==> config.mk <==
export PLATFORM = sky130hd
export DESIGN_NAME = mem_arbiter
export DESIGN_NICKNAME = d
export VERILOG_FILES = /design/src/rtl/mem_arbiter.sv
export SDC_FILE = /design/constraint.sdc
export NUM_CORES = 1
export LEC_CHECK = 0
export CAP_MARGIN = 30
export CORE_AREA = 4 4 121 123
export DETAILED_ROUTE_END_ITERATION = 10
export DIE_AREA = 0 0 125 127
export GPL_TIMING_DRIVEN = 0
export PLACE_DENSITY = 0.72
export SLEW_MARGIN = 20
export SYNTH_ARGS = -nofsm -noshare
export SYNTH_HDL_FRONTEND = slang
export SYNTH_SLANG_ARGS = --single-unit
==> constraint.sdc <==
create_clock -name clk -period 2.55 [get_ports clk]
set_clock_uncertainty 0.05 [all_clocks]
set_input_delay 0.51 -clock clk [delete_from_list [all_inputs] [get_ports clk]]
set_output_delay 0.51 -clock clk [all_outputs]
set_load 0.05 [all_outputs]
==> src/rtl/mem_arbiter.sv <==
// Shares one memory port between instruction (i) and data (d) requesters; requests pass with zero latency,
// responses route combinationally in request order. Granting stalls when DEPTH requests are outstanding.
module mem_arbiter #(
    parameter int AW       = 32,
    parameter int DW       = 32,
    parameter int DEPTH    = 4,
    parameter int MAX_WAIT = 4
) (
    input  logic            clk,
    input  logic            reset,

    input  logic            i_req_valid,
    output logic            i_req_ready,
    input  logic [AW-1:0]   i_req_addr,
    input  logic [DW-1:0]   i_req_wdata,
    input  logic            i_req_wen,
    input  logic [DW/8-1:0] i_req_wmask,
    output logic            i_resp_valid,
    output logic [DW-1:0]   i_resp_data,

    input  logic            d_req_valid,
    output logic            d_req_ready,
    input  logic [AW-1:0]   d_req_addr,
    input  logic [DW-1:0]   d_req_wdata,
    input  logic            d_req_wen,
    input  logic [DW/8-1:0] d_req_wmask,
    output logic            d_resp_valid,
    output logic [DW-1:0]   d_resp_data,

    output logic            mem_req_valid,
    input  logic            mem_req_ready,
    output logic [AW-1:0]   mem_addr,
    output logic [DW-1:0]   mem_wdata,
    output logic            mem_wen,
    output logic [DW/8-1:0] mem_wmask,
    input  logic            mem_resp_valid,
    input  logic [DW-1:0]   mem_resp_data,

    output logic            err_unexp
);

    localparam int PW = $clog2(DEPTH);
    localparam int CW = PW + 1;
    localparam int SW = $clog2(MAX_WAIT + 1);

    logic [DEPTH-1:0] ids;
    logic [PW-1:0]    wr_ptr;
    logic [PW-1:0]    rd_ptr;
    logic [CW-1:0]    count;
    logic [SW-1:0]    starve_cnt;

    logic grant_en;
    logic d_sel;
    logic i_sel;
    logic hs;
    logic pop;

    // i overrides d only once it has lost MAX_WAIT handshakes in a row
    assign d_sel    = d_req_valid && !((starve_cnt == SW'(MAX_WAIT)) && i_req_valid);
    assign i_sel    = i_req_valid && !d_sel;
    assign grant_en = reset && (count != CW'(DEPTH));
    assign hs       = mem_req_valid && mem_req_ready;
    assign pop      = reset && mem_resp_valid && (count != '0);

    always_comb begin
        mem_req_valid = 1'b0;
        mem_addr      = '0;
        mem_wdata     = '0;
        mem_wen       = 1'b0;
        mem_wmask     = '0;
        i_req_ready   = 1'b0;
        d_req_ready   = 1'b0;
        i_resp_valid  = 1'b0;
        i_resp_data   = '0;
        d_resp_valid  = 1'b0;
        d_resp_data   = '0;
        if (grant_en) begin
            if (d_sel) begin
                mem_req_valid = 1'b1;
                mem_addr      = d_req_addr;
                mem_wdata     = d_req_wdata;
                mem_wen       = d_req_wen;
                mem_wmask     = d_req_wmask;
                d_req_ready   = mem_req_ready;
            end else if (i_sel) begin
                mem_req_valid = 1'b1;
                mem_addr      = i_req_addr;
                mem_wdata     = i_req_wdata;
                mem_wen       = i_req_wen;
                mem_wmask     = i_req_wmask;
                i_req_ready   = mem_req_ready;
            end
        end
        if (pop) begin
            if (ids[rd_ptr]) begin
                d_resp_valid = 1'b1;
                d_resp_data  = mem_resp_data;
            end else begin
                i_resp_valid = 1'b1;
                i_resp_data  = mem_resp_data;
            end
        end
    end

    always_ff @(posedge clk or negedge reset) begin
        if (!reset) begin
            ids        <= '0;
            wr_ptr     <= '0;
            rd_ptr     <= '0;
            count      <= '0;
            starve_cnt <= '0;
            err_unexp  <= 1'b0;
        end else begin
            if (hs) begin
                ids[wr_ptr] <= d_sel;
                wr_ptr      <= wr_ptr + PW'(1);
            end
            if (pop) begin
                rd_ptr <= rd_ptr + PW'(1);
            end
            if (hs && !pop) begin
                count <= count + CW'(1);
            end else if (!hs && pop) begin
                count <= count - CW'(1);
            end
            if (mem_resp_valid && (count == '0)) begin
                err_unexp <= 1'b1;
            end
            if (!i_req_valid || (hs && i_sel)) begin
                starve_cnt <= '0;
            end else if (hs && d_sel && (starve_cnt != SW'(MAX_WAIT))) begin
                starve_cnt <= starve_cnt + SW'(1);
            end
        end
    end

endmodule

==> impl.org <==
** Pwr
- Power per standard cell area :: 645.0 nW/µm²
- In this run the static leakage power is 0.002579 µW.
- VDD sags by at most 0.2892 mV.
- Overall power consumption after layout is estimated at 3747 µW.

** Yosys
- YS warnings :: 0
- Summing the areas of all compound-gate instances in the mapped netlist gives 16.53% of the synthesized area.
- After synthesis, the largest family of logic cells by area is simple AND/OR/NAND/NOR gates.
- Synthesis instantiated 32 different standard cells from the library.
- Syn_area_per_cell :: 5.844 µm²
- #FFs+latches synth :: 15
- Summing the areas of all and, or, nand and nor instances in the mapped netlist gives 47.16% of the synthesized area.
- Number of enable flip-flop cells after synthesis :: 0
- Post-synthesis mux area share :: 3.848%
- Primary flip-flop cell chosen by synthesis mapping :: sky130_fd_sc_hd__dfrtp_1
- Count of mapped cells out of synthesis :: 434
- After Yosys synthesis, XOR and XNOR cells account for 2.072% of the synthesized area.
- The cell area that synthesis handed to floorplanning was 2536 µm².
- Of the total synthesized cell area, the portion taken by full adders, half adders and majority gates is 4.243%.
- The share of the Yosys chip area taken by registers is 14.80%.
- In the synthesized netlist the async set-or-reset flop fraction comes to 100.0%.
- The number of nets handed over by synthesis was 618.

** Clocking
- Clock-pin slew was measured on the worst setup and hold paths at 0.05 ns.
- Level count of the clock H-tree :: 1
- Buffer cell driving the clock tree root :: sky130_fd_sc_hd__clkbuf_16
- Clock tree from TritonCTS :: done
- # hold bufs at CTS :: 0
- Post-CTS Setup Inserts :: 0
- Number of buffers on the longest clock path :: 2
- TritonCTS created 3 clock buffers.
- The clock net in this run drives a total of 15 sinks.
- Clock latency of the later-clocked register in the worst-skew pair :: 0.24 ns

** Route
- The count of nets left with antenna violations once routing finished came out at 0.
- Via density :: 4.595
- Average wire length per cell after detail routing :: 15.97 µm
- The routed layout has 4273 vias.
- Wires add up to 14.85 mm.
- Post-route DRC violation count :: 0
- Before antenna repair, the detailed router went through 7 iterations.
- 1st-iter DRT viols :: 151

** Hold path
- HP Class :: in -> async

** Die
- Row Count :: 43
- Core Box Area :: 13670 µm²
- Horiz. Die Dim :: 125 µm
- 315 I/O pins were placed.
- The initial utilization of the core area, before any placement, comes to 18.56%.
- Area enclosed by the die boundary :: 15880 µm²
- From bottom edge to top edge, the die measures 127 µm.

** Setup path
- Together, buffers and inverters on the worst path number 3.
- In this run the worst path has a maximum fanout of 10.
- At the worst endpoint, the required time is 1.99 ns.
- Crit. End Element :: output pin
- Kind of cell adding the most delay to the critical path :: buffers and inverters
- Critical Path Source Type :: flip-flop
- Class of the most critical setup path :: reg -> out
- The largest individual stage delay along the critical path comes from the cell sky130_fd_sc_hd__dfrtp_1.
- Walking the worst path, the cells encountered are inv_1, ha_4, a21bo_4, clkbuf_4, nand3_1, a21oi_2, buf_6.
- Max stage delay on crit path :: 0.39 ns
- For the worst setup path, the data arrival time is 1.94 ns.
- Crit Reg-Reg Startpoint :: count[1]$_DFFE_PN0P_
- In this run the worst setup path begins at starve_cnt[0]$_DFFE_PN0P_.

** STA
- The worst pin sits at a relative slew slack of 66.26%.
- Final setup violation count :: 0
- Final worst-path cycle share :: 97.98%
- WHS :: 0.08504 ns
- Fmax :: 0.4003 GHz
- The routed design could run at a clock period as short as 2.498 ns.
- Final count of hold timing violations :: 0
- Unrepaired setup endpoints after global routing :: true
- Number of max-slew violations in the final report :: 0
- At the pin with the least slew margin, the transition time is 0.4920 ns.

** Layout
- Fill count :: 1497
- Core Util, Final :: 42.51%
- Layout cells sized above 1 :: 30.40%
- In the final design database the tool counted 935 nets.
- The repair_antennas step left the layout with diodes totalling 0.
- The library cell used most frequently in the layout, excluding fill and tap cells, is sky130_fd_sc_hd__clkdlybuf4s50_1.
- Commonest non-fill, non-tap cells in the layout :: 173 x sky130_fd_sc_hd__clkdlybuf4s50_1, 143 x sky130_fd_sc_hd__nand3_1, 109 x sky130_fd_sc_hd__buf_4
- Growth of design area from synthesis to finish :: 129.1%
- Count of non-filler cells in the finished layout :: 930

** Job
- Max-Cap Viols :: 0

** Place
- Counting tap cells, the placed design contains a total of 927 instances.
- Routability-driven placement finished with a final weighted congestion of 0.8389.
- The count of buffers added on input and output ports is 313.
- The HPWL after detailed placement is 12.10 mm.

** GRT
- Across every metal layer, demand over resource in global routing totals 16.80%.
- Number of global-route vias before repair :: 4148
- Antenna violations before repair :: 0
- After global routing the overflow that remains totals 0.
- Wire length of the first global-routing pass :: 21.93 mm
- Maximum number of pins on one net before global-route repair :: 20

** Outcome
- The flow ran to the end, and the final reports show no timing, DRC or antenna violations.
## through the flow
stage	TNS [ns]	setup WS [ns]	cell area [µm²]
2_1_floorplan	0	0.007187	2611
3_3_place_gp	-160.48	-1.326	5969
3_5_place_dp	-165.28	-1.363	5969
4_1_cts	-0.002713	-0.002713	5710
5_1_grt	-0.1403	-0.01986	5809
6_report	0	0.05160	5809
## cells in the mapped netlist, types with 2 or more instances
master                     instances  area [µm²]
sky130_fd_sc_hd__nand3_1         144       720.7
sky130_fd_sc_hd__a21oi_1          69       345.3
sky130_fd_sc_hd__nor2_1           69       259.0
sky130_fd_sc_hd__nand2_1          37       138.9
sky130_fd_sc_hd__buf_2            29       145.1
sky130_fd_sc_hd__dfrtp_1          15       375.4
sky130_fd_sc_hd__clkbuf_1         13       48.80
sky130_fd_sc_hd__inv_1             8       30.03
sky130_fd_sc_hd__buf_4             7       52.55
sky130_fd_sc_hd__ha_1              7       87.58
sky130_fd_sc_hd__mux2_2            6       67.56
sky130_fd_sc_hd__mux2i_1           3       30.03
sky130_fd_sc_hd__xnor2_1           3       26.28
sky130_fd_sc_hd__xor2_1            3       26.28
sky130_fd_sc_hd__and2_1            2       12.51
sky130_fd_sc_hd__and2_4            2       17.52
sky130_fd_sc_hd__o22ai_1           2       12.51
## area by class of cell
type,instances,area (µm²),share of cell area (%)
inverter,8,30.03,0.5169
clock buffer,4,78.83,1.357
buffer,49,330.3,5.686
tap,180,225.2,3.877
multi-input combinational,361,2006,34.53
timing repair buffer,313,2764,47.58
sequential,15,375.4,6.461
## layer usage
layer / part of all wire, % / vias to the layer above / global-route usage [%] / wire (µm)
met2: 51 / 188 / 29.99 / 7556
met4: 1.5 / 0 / 4.273 / 217
met1: 40 / 1935 / 20.14 / 5894
met5: 0 / - / 0 / 0
met3: 7.9 / 18 / 4.390 / 1180
li1: - / 2132 / - / -
## power breakdown
| group | switching (µW) | internal, µW | leakage (µW) |
|---|---|---|---|
| Clock | 90.2 | 211 | 0.0000382 |
| Sequential | 88.7 | 336 | 0.000182 |
| Combinational | 2010 | 1010 | 0.00236 |
| Total | 2190 | 1560 | 0.00258 |
## sequential cells by signal, indices dropped and copies added, names as in the netlist
signal and count:
rd_ptr 2, err_unexp 1, starve_cnt 3, count 3
ids 4, wr_ptr 2
## what timing repair did
action / 4_1_cts / 5_1_grt
hold endpoints to repair: 0 / 0
endpoints found under the setup margin: 141 / 130
pin swaps: 2 / 3
resized for setup: 810 / 52
## worst paths after layout
path | endpoint | slack (ns) | cells after the start
setup / recovery | mem_wdata[30] | 0.05 | 7
hold / removal | err_unexp$_DFFE_PN0P_ | 0.09 | 1
setup reg to reg | count[2]$_DFFE_PN0P_ | 0.29 | 9
hold reg to reg | err_unexp$_DFFE_PN0P_ | 0.40 | 1
max in group asynchronous | ids[1]$_DFFE_PN0P_ | 2.16 | 1
min in group clk | err_unexp$_DFFE_PN0P_ | 0.40 | 1
## logic make-up (layout without fill, tap and decap cells)
kind of cell	count (synthesis)	after routing
and+or+nand+nor	260	260
xor gates and xnor gates	6	6
buffers and inverters	58	374
DFF	15	15
AOI/OAI and AO/OA	78	78
muxes	9	9
adders and majority gates	8	8
No activity file was read; power rests on OpenSTA's default activity.
